## src/rtl/vector_execution_scheduler.sv

```systemverilog
`default_nettype none
// ============================================================================
// Module      : vector_execution_scheduler
// Description : Pipelined vector execution scheduler. Accepts issued ops over
//               valid/ready, bypasses operands from the writeback register,
//               starts multi-cycle functional units and reserves writeback
//               slots so no two results complete in the same cycle.
// Revision    : 1.0 - initial release
// ============================================================================
module vector_execution_scheduler #(
  parameter int NUMBER_FUNCTIONAL_UNITS = 4,
  parameter int DATA_WIDTH              = 128,
  parameter int TAG_WIDTH               = 5,
  parameter int MAX_LATENCY             = 8,
  // Entry u (index u of the ascending packed range) is the latency of unit u.
  parameter logic [0:NUMBER_FUNCTIONAL_UNITS-1][3:0] UNIT_LATENCY = {4'd4, 4'd3, 4'd2, 4'd1},
  localparam int UW = (NUMBER_FUNCTIONAL_UNITS > 1) ? $clog2(NUMBER_FUNCTIONAL_UNITS) : 1,
  localparam int PW = $clog2(MAX_LATENCY + 2)
) (
  input  logic                                            clock,
  input  logic                                            reset,
  input  logic                                            flush,
  input  logic                                            issue_valid,
  output logic                                            issue_ready,
  input  logic [UW-1:0]                                   issue_unit,
  input  logic [TAG_WIDTH-1:0]                            issue_tag,
  input  logic [TAG_WIDTH-1:0]                            issue_vs2_tag,
  input  logic [TAG_WIDTH-1:0]                            issue_vs1_tag,
  input  logic [DATA_WIDTH-1:0]                           issue_vs2,
  input  logic [DATA_WIDTH-1:0]                           issue_vs1,
  output logic [NUMBER_FUNCTIONAL_UNITS-1:0]              unit_start,
  output logic [DATA_WIDTH-1:0]                           unit_vs2,
  output logic [DATA_WIDTH-1:0]                           unit_vs1,
  output logic                                            unit_stall,
  input  logic [NUMBER_FUNCTIONAL_UNITS-1:0][DATA_WIDTH-1:0] unit_result,
  output logic                                            writeback_valid,
  input  logic                                            writeback_ready,
  output logic [TAG_WIDTH-1:0]                            writeback_tag,
  output logic [DATA_WIDTH-1:0]                           writeback_data,
  output logic [PW-1:0]                                   pending_count
);

  localparam logic [PW-1:0] c_one = PW'(1);

  // Reject unit latencies the slot pipeline cannot represent.
  for (genvar u = 0; u < NUMBER_FUNCTIONAL_UNITS; u++) begin : g_lat_check
    if (UNIT_LATENCY[u] == 4'd0 || int'(UNIT_LATENCY[u]) > MAX_LATENCY) begin : g_bad_latency
      $error("UNIT_LATENCY entry out of range 1..MAX_LATENCY");
    end
  end

  // Slot k holds the op whose result is written back k advancing edges from now.
  logic [MAX_LATENCY:1]                r_slot_valid;
  logic [MAX_LATENCY:1][TAG_WIDTH-1:0] r_slot_tag;
  logic [MAX_LATENCY:1][UW-1:0]        r_slot_unit;

  logic                  r_wb_valid;
  logic [TAG_WIDTH-1:0]  r_wb_tag;
  logic [DATA_WIDTH-1:0] r_wb_data;
  logic [PW-1:0]         r_pending;

  logic       w_stall;
  logic [3:0] w_lat;
  logic       w_collide;
  logic       w_accept;
  logic       w_wb_fire;

  assign w_stall   = r_wb_valid && !writeback_ready;
  assign w_wb_fire = r_wb_valid && writeback_ready;

  // Look up the target unit latency and detect a writeback-slot collision.
  always_comb begin
    w_lat     = 4'd1;
    w_collide = 1'b0;
    for (int u = 0; u < NUMBER_FUNCTIONAL_UNITS; u++) begin
      if (int'(issue_unit) == u) w_lat = UNIT_LATENCY[u];
    end
    // slot[L+1] would shift into slot[L] on the same edge the new op lands there.
    for (int k = 2; k <= MAX_LATENCY; k++) begin
      if (int'(w_lat) + 1 == k && r_slot_valid[k]) w_collide = 1'b1;
    end
  end

  assign issue_ready = !reset && !flush && !w_stall && !w_collide;
  assign w_accept    = issue_valid && issue_ready;

  // One-hot start pulse to the selected unit in the acceptance cycle.
  always_comb begin
    unit_start = '0;
    for (int u = 0; u < NUMBER_FUNCTIONAL_UNITS; u++) begin
      if (int'(issue_unit) == u) unit_start[u] = w_accept;
    end
  end

  // Forward the held writeback result to matching source operands.
  always_comb begin
    unit_vs2 = (r_wb_valid && issue_vs2_tag == r_wb_tag) ? r_wb_data : issue_vs2;
    unit_vs1 = (r_wb_valid && issue_vs1_tag == r_wb_tag) ? r_wb_data : issue_vs1;
  end

  // Slot pipeline: shift toward slot 1 on advancing edges, insert accepted op at slot L.
  always_ff @(posedge clock) begin
    if (reset || flush) begin
      r_slot_valid <= '0;
      r_slot_tag   <= '0;
      r_slot_unit  <= '0;
    end else if (!w_stall) begin
      for (int k = 1; k < MAX_LATENCY; k++) begin
        r_slot_valid[k] <= r_slot_valid[k+1];
        r_slot_tag[k]   <= r_slot_tag[k+1];
        r_slot_unit[k]  <= r_slot_unit[k+1];
      end
      r_slot_valid[MAX_LATENCY] <= 1'b0;
      if (w_accept) begin
        for (int k = 1; k <= MAX_LATENCY; k++) begin
          if (int'(w_lat) == k) begin
            r_slot_valid[k] <= 1'b1;
            r_slot_tag[k]   <= issue_tag;
            r_slot_unit[k]  <= issue_unit;
          end
        end
      end
    end
  end

  // Writeback register: capture the unit result when slot 1 matures, hold under backpressure.
  always_ff @(posedge clock) begin
    if (reset) begin
      r_wb_valid <= 1'b0;
      r_wb_tag   <= '0;
      r_wb_data  <= '0;
    end else if (flush) begin
      r_wb_valid <= 1'b0;
    end else if (!w_stall) begin
      if (r_slot_valid[1]) begin
        r_wb_valid <= 1'b1;
        r_wb_tag   <= r_slot_tag[1];
        r_wb_data  <= unit_result[r_slot_unit[1]];
      end else if (writeback_ready) begin
        r_wb_valid <= 1'b0;
      end
    end
  end

  // Count ops between acceptance and writeback handshake.
  always_ff @(posedge clock) begin
    if (reset || flush) begin
      r_pending <= '0;
    end else begin
      case ({w_accept, w_wb_fire})
        2'b10:   r_pending <= r_pending + c_one;
        2'b01:   r_pending <= r_pending - c_one;
        default: r_pending <= r_pending;
      endcase
    end
  end

  assign unit_stall      = w_stall;
  assign writeback_valid = r_wb_valid;
  assign writeback_tag   = r_wb_tag;
  assign writeback_data  = r_wb_data;
  assign pending_count   = r_pending;

endmodule
`default_nettype wire

```

## config.mk

```make
export PLATFORM = sky130hd
export DESIGN_NAME = vector_execution_scheduler
export DESIGN_NICKNAME = d
export VERILOG_FILES = /design/src/rtl/vector_execution_scheduler.sv
export SDC_FILE = /design/constraint.sdc
export NUM_CORES = 1
export LEC_CHECK = 0
export ABC_AREA = 1
export CORE_AREA = 2 2 466 468
export CTS_CLUSTER_SIZE = 20
export DETAILED_ROUTE_END_ITERATION = 16
export DIE_AREA = 0 0 468 470
export HOLD_SLACK_MARGIN = 0.08
export PLACE_DENSITY_LB_ADDON = 0.1
export SYNTH_ARGS = -nofsm -noshare
export SYNTH_HDL_FRONTEND = slang
export SYNTH_SLANG_ARGS = --single-unit
```

## constraint.sdc

```tcl
create_clock -name clock -period 3.4 [get_ports clock]
set_clock_uncertainty 0.1 [all_clocks]
set_input_delay 0.34 -clock clock [delete_from_list [all_inputs] [get_ports clock]]
set_output_delay 0.34 -clock clock [all_outputs]
set_load 0.01 [all_outputs]
```

# [After elaboration in Yosys (flattened, before gate mapping)]
# Index checks and enable logic that the tools add are counted.
[classes] n_eq_ne=22 bitwise=2 addsub=3 shift=0 multipliers=0 reduce_logical=28 div=0 order_cmp=1 muxes=47
[ops] operator="128-bit two-way mux" count=3
[ops] operator="128-bit binary-select mux with 2-bit select" count=1
[ops] operator="32-bit by 4-bit equality test with 1-bit output, second input constant" count=4
[ops] operator="32-bit by 3-bit equality test with 1-bit output, second input constant" count=2
[ops] operator="35-bit two-way mux" count=1
[ops] operator="5-bit two-way mux" count=7
[ops] operator="1-bit two-way mux" count=21
[ops] operator="4-bit equality test, second input constant" count=5
[ops] operator="1-bit logical AND" count=15
[ops] operator="14-bit two-way mux" count=1
[ops] operator="2-bit two-way mux" count=7
[ops] operator="4-bit two-way mux" count=3
[ops] operator="5-bit equality test" count=2
[ops] operator="4-bit by 3-bit equality test with 1-bit output, second input constant" count=2
[ops] operator="8-bit two-way mux" count=1
[ops] operator="4-bit one-hot mux with 2 select lines" count=1
[ops] operator="2-bit equality test, second input constant" count=3
[ops] operator="3-bit AND reduction" count=2
[ops] operator="4-bit by 1-bit adder with 5-bit output, second input constant" count=1
[ops] operator="5-bit by 4-bit equality test with 1-bit output, second input constant" count=1
[ops] operator="1-bit zero test" count=5
[ops] operator="4-bit by 1-bit adder with 4-bit output, second input constant" count=1
[ops] operator="2-bit by 1-bit equality test with 1-bit output, second input constant" count=2
[ops] operator="4-bit by 2-bit equality test with 1-bit output, second input constant" count=1
[ops] operator="other kinds (9)" count=11
[totals] rom_bits=0 in_bits=790 mem_bits_rw=0 out_inout_bits=400 latchBits=0 n_memories=0 reg_bits=202

# [Longest topological paths before layout]
[depth] word_depth=20 mapped_depth=19

# [Least setup slack after synthesis]
# No wires, ideal clock.
[synth_path] kind="input port to flip-flop" startpoint="in issue_unit[0]" endpoint="reg r_pending[2] (netlist: pending_count[2])" required_ns=3.183 setup_slack_ns=0.476 setup_ns=0.117 arrival_ns=2.707 cell_stages=15 cell_sequence="clkbuf_1 -> inv_1 -> ha_1 -> ha_1 -> nand3_1 -> nand2_2 -> nor2_8 -> inv_2 -> ha_1 -> xor2_1 -> ha_1 -> a21oi_1 -> nor2_1 -> o221ai_1 -> inv_1"
[synth_via] elab_chain_len=20
[synth_lines] element="start, declared" line_no="25" text="input logic [UW-1:0] issue_unit,"
[synth_lines] element="2-bit zero test" line_no="76" text="if (int'(issue_unit) == u) w_lat = UNIT_LATENCY[u];"
[synth_lines] element="3-bit two-way mux" line_no="76"
[synth_lines] element="4-bit two-way mux (2 in series)" line_no="76"
[synth_lines] element="4-bit two-way mux (*)" line_no="76"
[synth_lines] element="4-bit by 1-bit adder with 5-bit output (*)" line_no="80" text="if (int'(w_lat) + 1 == k && r_slot_valid[k]) w_collide = 1'b1;"
[synth_lines] element="32-bit by 3-bit equality test with 1-bit output" line_no="80"
[synth_lines] element="1-bit logical AND" line_no="80"
[synth_lines] element="1-bit two-way mux (6 in series)" line_no="80"
[synth_lines] element="1-bit two-way mux (*)" line_no="80"
[synth_lines] element="1-bit zero test (*)" line_no="84" text="assign issue_ready = !reset && !flush && !w_stall && !w_collide;"
[synth_lines] element="1-bit logical AND (*)" line_no="84"
[synth_lines] element="1-bit logical AND (*)" line_no="85" text="assign w_accept = issue_valid && issue_ready;"
[synth_lines] element="2-bit by 1-bit equality test with 1-bit output or 2-bit equality test (tied branches)" line_no="150" text="case ({w_accept, w_wb_fire})"
[synth_lines] element="4-bit one-hot mux with 2 select lines or 2-bit nonzero test (tied branches)"
[synth_lines] element="end signal, assigned" line_no="151" text="2'b10: r_pending <= r_pending + c_one;"
[synth_lines] element="end signal, assigned" line_no="152" text="2'b01: r_pending <= r_pending - c_one;"
[synth_lines] element="end signal, assigned" line_no="153" text="default: r_pending <= r_pending;"
[synth_lines] element="end, declared" line_no="60" text="logic [PW-1:0] r_pending;"
# Mark *: on every way between the ends. The rest lies on a longest branch, timed or not.
# A chain may end at the register's enable or synchronous reset.

# [Worst setup path after layout]
[layout_path] startpoint="reg r_wb_tag[3] (netlist: writeback_tag[3])" endpoint="out unit_vs2[24]"
[layout_via] elab_chain_len=3
[layout_lines] element="start, declared" line_no="58" text="logic [TAG_WIDTH-1:0] r_wb_tag;"
[layout_lines] element="start signal, assigned" line_no="137" text="r_wb_tag <= r_slot_tag[1];"
[layout_lines] element="5-bit equality test" line_no="97" text="unit_vs2 = (r_wb_valid && issue_vs2_tag == r_wb_tag) ? r_wb_data : issue_vs2;"
[layout_lines] element="1-bit logical AND" line_no="97"
[layout_lines] element="128-bit two-way mux" line_no="97"
[layout_lines] element="end, declared" line_no="32" text="output logic [DATA_WIDTH-1:0] unit_vs2,"
# No other way between the ends.

==> flow_summary_export.csv <==
group,metric,value,unit
status,status,"completed",
clock_tree,max-clock-path-buffers,2,
critical_path,reg2reg_from,"r_slot_unit[0]",
die,die_y,470,um
logic_synthesis,synth_area_leader_cell,"dfxtp_1",
die,io-pin-count,1190,
global_route,track_usage,16.41,%
die,placementRows,171,
final_layout,drive_above_1_share,7.309,%
logic_synthesis,yosys_warnings,0,
placed_design,pre_cts_ws,-518.6,ps
drt,antenna_left,0,
timing,setup_violations,0,
timing,tightest_slew,1149,ps
clock_tree,clkSinkCount,194,
global_route,grt_pass1_wl,237200,um
logic_synthesis,yosysSeqAreaShare,26.39,%
timing,min_period,3284,ps
power,power.density,213.0,nW/um^2
die,die_w,468,um
logic_synthesis,synth_cells,2535,
final_layout,final_nets,4497,
logic_synthesis,yosysMostFrequentCell,"o21ai_0",
drt,first_pass_iters,5,
global_route,antenna_found_initial,98,
power,vdd_ir_drop_max,0.3533,mV
global_route,grt_start_max_net_pins,105,
logic_synthesis,syn-cell-area,14720,sq um
critical_path,rr_worst_depth,6,
logic_synthesis,synth_seq_cells,194,
timing,worst_slack,116.1,ps
logic_synthesis,synth.area.top_cells,"dfxtp_1 26%, o21ai_0 18%, nor2_1 10%, nand2_1 9.8%, inv_1 9.3%",
power,p_leak,13.39,nW
logic_synthesis,synth-edff-count,0,
min_path,min-delay-path-class,"in -> reg",
drt,highest_layer,"met5",
die,coreArea,215700,sq um
timing,hold_ws,350.8,ps
logic_synthesis,synthDistinctLibCells,27,
critical_path,critPathMaxStageDelay,580,ps
drt,met2_length,91930,um
drt,dr.first_iter.drc_count,1198,
logic_synthesis,syn_nets,3337,
logic_synthesis,yosysTopAreaCellShare,26.39,%
critical_path,rrSetupSlack,840,ps
timing,min_period_over_period,96.59,%
critical_path,crit_chain,"buf_12, xor2_1, nor2_1, nand4_1, buf_4, buf_12, buf_16, o21ai_0, clkdlybuf4s50_1",
clock_tree,cts_tree,"yes",
logic_synthesis,synth.avg_cell_area,5.805,sq um
final_layout,area_growth,117.1,%
timing,final_max_slew_viol_count,0,
clock_tree,clkTransAtPathRegs,90,ps
min_path,whs_endpoint,"writeback_tag[3]",
logic_synthesis,synthArstFlopShare,0,%
global_route,grt_pass1_vias,22380,
placed_design,place_hpwl,159100,um
placed_design,portBuffers,1189,
timing,hold_viol_final,0,
min_path,hold_start,"reset",
clock_tree,cts_buffers,17,
critical_path,start_kind,"flop",
global_route,gr-total-overflow,0,
drt,drc,0,
drt,vias,22380,
job,max-cap-violations,0,
drt,drt-vias-per-instance,3.403,
critical_path,cp.required,2960,ps
timing,relSlewSlack,23.15,%
drt,drt-met1-wl,75790,um
critical_path,critPathArrivalTime,2840,ps
die,die-area,220000,sq um
min_path,hold_depth,3,
clock_tree,ctsHoldBuffers,0,
clock_tree,clock_latency,560,ps
critical_path,cpMostUsedCell,"buf_12",
drt,post_drt_wl_per_cell,28.51,um
timing,max_clock_freq,0.3045,GHz
critical_path,r2r_end,"writeback_data[1]",
critical_path,path_max_fanout,55,
clock_tree,htreeDepth,4,
critical_path,worstSetupPathType,"reg -> out",
logic_synthesis,synth_commonest_cells,"533 x o21ai_0, 399 x nor2_1, 386 x nand2_1",
clock_tree,cts_root_buffer,"clkbuf_16",
timing,grt_setup_unrepaired,"yes",
logic_synthesis,synthFlopType,"dfxtp_1",
drt,routed_wl,187500,um
critical_path,setup.worst_path.end_class,"output port",
critical_path,cpMaxStageDelayCell,"clkdlybuf4s50_1",
placed_design,place_congestion,0.9093,
die,initial_core_util,6.823,%
drt,dr_wl_met3,16950,um
[sequential cells by signal, summed over array words and instances, names as in the netlist]
signal	cells
r_slot_unit	14
writeback_valid	1
pending_count	4
r_slot_tag	35
writeback_tag	5
r_slot_valid	7
writeback_data	128
[what timing repair did]
| item | CTS | global route |
|---|---|---|
| resized for setup | 116 | 23 |
| cloned | 4 | 0 |
| setup buffers | 9 | 2 |
| pin swaps | 1 | 0 |
| endpoints found under the setup margin | 232 | 25 |
[through the flow]
step / instances / setup TNS (ps) / util [%] / total power [mW] / area (sq um)
global placement: 6515 / -5199 / 14.39 / 4.622 / 31030
finish: 6577 / 0 / 14.81 / 6.804 / 31950
detailed placement: 6515 / -3189 / 14.39 / 4.612 / 31030
floorplan: 2535 / 0 / - / 2.796 / 14720
CTS: 6560 / -5.763 / 14.75 / 7.066 / 31820
global route: 6565 / -15.65 / 14.80 / 7.190 / 31920
[report_power, final]
part	total, mW	switching [mW]	internal (mW)
Sequential	2.29	0.0107	2.28
Combinational	2.21	0.925	1.29
Clock	2.30	1.33	0.971
[cell families after synthesis]
logic type / share of synthesized area (%)
and+or+nand+nor: 24.14
AOI/OAI and AO/OA: 32.04
buffers and inverters: 15.81
DFF: 26.39
adders and majority gates: 1.020
xor gates and xnor gates: 0.5952
[cell usage in the layout, fill, tap and decap left out, types with 2 or more instances in the layout]
| cell type | netlist | routed |
|---|---|---|
| clkdlybuf4s50_1 | 0 | 1073 |
| o21ai_0 | 533 | 497 |
| nor2_1 | 399 | 399 |
| nand2_1 | 386 | 385 |
| inv_1 | 365 | 362 |
| dfxtp_1 | 194 | 188 |
| a21oi_1 | 151 | 151 |
| buf_4 | 3 | 142 |
| o32ai_1 | 128 | 128 |
| nand3_1 | 93 | 93 |
| dlygate4sd2_1 | 0 | 58 |
| buf_12 | 0 | 57 |
| o21ai_1 | 28 | 55 |
| clkbuf_16 | 0 | 17 |
| diode_2 | 0 | 15 |
| ha_1 | 12 | 12 |
| dlymetal6s2s_1 | 0 | 12 |
| nand4_1 | 9 | 9 |
| xor2_1 | 8 | 8 |
| o21ai_2 | 0 | 8 |
| buf_16 | 0 | 6 |
| inv_8 | 0 | 5 |
| dfxtp_4 | 0 | 5 |
| inv_2 | 3 | 4 |
| clkinv_8 | 0 | 3 |
| clkinv_4 | 0 | 3 |
| clkinvlp_4 | 0 | 3 |
| bufbuf_16 | 0 | 3 |
| buf_6 | 10 | 3 |
| a211oi_1 | 2 | 2 |
| nand2_2 | 1 | 2 |
| nor2_8 | 2 | 2 |
| xnor2_1 | 2 | 2 |
[worst max-delay path by stage]
stage	start	end	slack (ps)	depth (start not counted)
after floorplan	issue_unit[0]	pending_count[2]	480	15
after global placement	issue_vs1_tag[2]	unit_vs1[73]	-570	9
after detailed placement	issue_vs1_tag[2]	unit_vs1[73]	-520	9
after CTS	writeback_tag[0]	unit_vs1[106]	-6	11
after global routing	writeback_tag[2]	unit_vs2[110]	-8	11
final	writeback_tag[3]	unit_vs2[24]	120	9
[cell type report]
| class | instances | area [sq um] |
|---|---|---|
| diodes | 15 | 37.54 |
| clock buffers | 17 | 425.4 |
| clock inverters | 15 | 148.9 |
| fillers | 24990 | 183700 |
| inverters | 368 | 1396 |
| multi-input cells | 1759 | 8548 |
| flip-flops and latches | 194 | 3904 |
| well taps | 2854 | 3571 |
| repair buffers | 1355 | 13920 |
[routing by layer]
layer / track usage (%) / vias to the layer above
met2: 28.76 / 881
met1: 18.90 / 10620
met4: 2.596 / 56
li1: - / 10660
met3: 6.478 / 166
met5: 0 / -
[worst max-delay path, delay by kind of cell (launching register included)]
kind,cells,cell delay [ps]
XOR/XNOR,1,150
buffers and inverters,5,1210
flip-flops,1,370
AND/OR/NAND/NOR,2,170
AO/OA/AOI/OAI,1,260
Note: power is estimated with default switching activity, not from simulation.
==> RTL change, RTL diff (config.mk and constraints unchanged) <==
Register the output `pending_count` once more, cleared by the reset; this adds one clock of latency there. The other outputs are not delayed to match.
--- a/src/rtl/vector_execution_scheduler.sv
+++ b/src/rtl/vector_execution_scheduler.sv
@@ -159,7 +159,13 @@
   assign writeback_valid = r_wb_valid;
   assign writeback_tag   = r_wb_tag;
   assign writeback_data  = r_wb_data;
-  assign pending_count   = r_pending;
+  always_ff @(posedge clock) begin
+    if (reset) begin
+      pending_count <= '0;
+    end else begin
+      pending_count <= r_pending;
+    end
+  end
 
 endmodule
 `default_nettype wire
Function: not settled (the Yosys comparison gave no result); the edit may change what the design does.
==> RTL change against the original RTL <==
  * First-iteration DRC count up 7.1%
  * Power rose by 3.5%
  * Clock power increased by 6%
  * Sequential cell count is 4 higher
  * Synthesized area grew 1.9%
  * Wire length rose by 0.53%
  * Via count is 1.4% higher
  * Worst setup slack got worse by 0.065 ns
  * Design area increased by 3.0%
==> RTL change: results (changes against the original RTL) <==
Global routing
  • GRT Util Overall: 0.1630 (-0.001052)
  • Vias in the first global route: 22,350 (-0.12%)
  • Initial antenna violation count: 78 (-20%)
  • Largest net degree at the start of global routing: 94 (-10%)

Placed design
  • Input/output buffers: 1,189 (unchanged)
  • Final HPWL DP: 158,800 µm (-0.22%)
  • Final GP Congestion: 0.9267 (+1.9%)
  • Pre-CTS setup slack: -0.3382 ns (+0.1804 ns)

Yosys
  • Synth top area share: 0.2644 (+0.0004735)
  • Sequential-to-total area share from yosys stat: 0.2644 (+0.0004735)
  • Synth top area cells: dfxtp_1 (26%), o21ai_0 (17%), nor2_1 (10%)
  • Cell variety after synth: 32 (+19%)
  • Synth cell count leaders: o21ai_0 (511), nor2_1 (408), nand2_1 (381), inv_1 (360), dfxtp_1 (198)
  • Mapped cell area: 14,990 µm² (+1.9%)

Power
  • Peak VDD IR: 373.9 µV (+5.8%)
  • LEAKAGE: 14.16 nW (+5.7%)
  • Psw: 2.420 mW (+6.9%)

Outcome
  • Status: finished clean

Layout
  • Fin nets: 4,570 (+1.6%)
  • Ratio of cells with drive above 1 in the final layout: 0.1275 (+0.05439)

Critical path
  • CP arrival: 2.91 ns (+0.07 ns)
  • CP max stage delay: 0.36 ns (-0.22 ns)
  • CP max FO: 6 (-89%)

Timing
  • Slew HR: 0.2288 (-0.002666)
  • Max Clk Rate: 0.2986 GHz (-1.9%)

Detailed routing
  • Routed len/inst: 28.34 µm (-0.59%)
  • First DRT Iteration DRCs: 1,283 (+7.1%)
  • Via/cell ratio: 3.413 (+0.29%)
## RTL change: cell types whose count changed in the layout (fill, tap and decap cells not counted), moves of 18 or more
cell / before / now
a21oi_1: 151 / 120
a21oi_2: 0 / 30
buf_4: 142 / 212
clkbuf_2: 0 / 39
clkdlybuf4s50_1: 1073 / 934
dlygate4sd2_1: 58 / 76
dlymetal6s2s_1: 12 / 42
nand3_1: 93 / 50
nand4_1: 9 / 42
o21ai_0: 497 / 443
o21ai_1: 55 / 92
## RTL change: worst paths after layout
path	startpoint	endpoint	slack, ns	cells past startpoint
min	issue_unit[0]	r_slot_unit[12]	0.22	4
max	writeback_tag[2]	unit_vs1[37]	0.05	12
max reg2reg	r_slot_unit[0]	writeback_data[107]	0.62	7
min reg2reg	r_slot_unit[12]	r_slot_unit[12]	0.37	2
## RTL change: power by group through the flow
stage,registers [mW],clock network (mW),logic [mW]
after floorplan,2.40,0,0.459
after global placement,2.40,0,2.35
after detailed placement,2.39,0,2.34
after CTS,2.34,2.63,2.30
after global routing,2.34,2.65,2.40
final,2.34,2.43,2.27
## RTL change: worst register-to-register path: stages (launching register included)
cell     delay (ns)
dfxtp_4        0.41
inv_8          0.46
buf_4          0.43
nor2_1         0.05
o32ai_1        0.92
buf_4          0.25
o21ai_0        0.07
inv_1          0.06
## RTL change: layout make-up
type                       instances  area [µm²]
fill                           25000      182800
tap                             2854        3571
sequential                       198        3976
timing repair buffer            1424       14410
multi-input combinational       1762        8912
clock buffer                      17       425.4
clock inverter                    15       181.4
antenna                           16       40.04
inverter                         365        1398
## RTL change: timing repair
| action | in CTS | in global routing |
|---|---|---|
| resized for setup | 222 | 258 |
| hold endpoints to repair | 19 | 0 |
| setup buffers | 19 | 14 |
| endpoints found under the setup margin | 226 | 89 |
| pin swaps | 5 | 6 |
| hold buffers | 1 | 0 |
| cloned | 2 | 5 |
## RTL change: layer usage
layer	part of all wire	GRT usage	routed length (µm)	vias up
met1	0.44	0.2083	83330	10780
met3	0.067	0.04332	12700	152
met5	0.00079	0	149	-
li1	-	-	-	10850
met2	0.48	0.2768	89970	888
met4	0.012	0.02448	2309	26
## RTL change: cell families after synthesis
logic type	Yosys count	share of synthesized area
buf+inv	580	0.1548
mux	1	0.0007511
flops	198	0.2644
simple gates	894	0.2412
compound gates	850	0.3259
fa+ha+maj	12	0.01001
xor+xnor	5	0.002922
## RTL change: per-stage QoR
stage / area [µm²] / std cells / setup TNS, ns
6_report: 32910 / 6651 / 0
5_1_grt: 32880 / 6638 / -0.3692
4_1_cts: 32540 / 6620 / -3.048
3_5_place_dp: 31700 / 6566 / -1.250
3_3_place_gp: 31700 / 6566 / -1.625
2_1_floorplan: 14990 / 2540 / 0
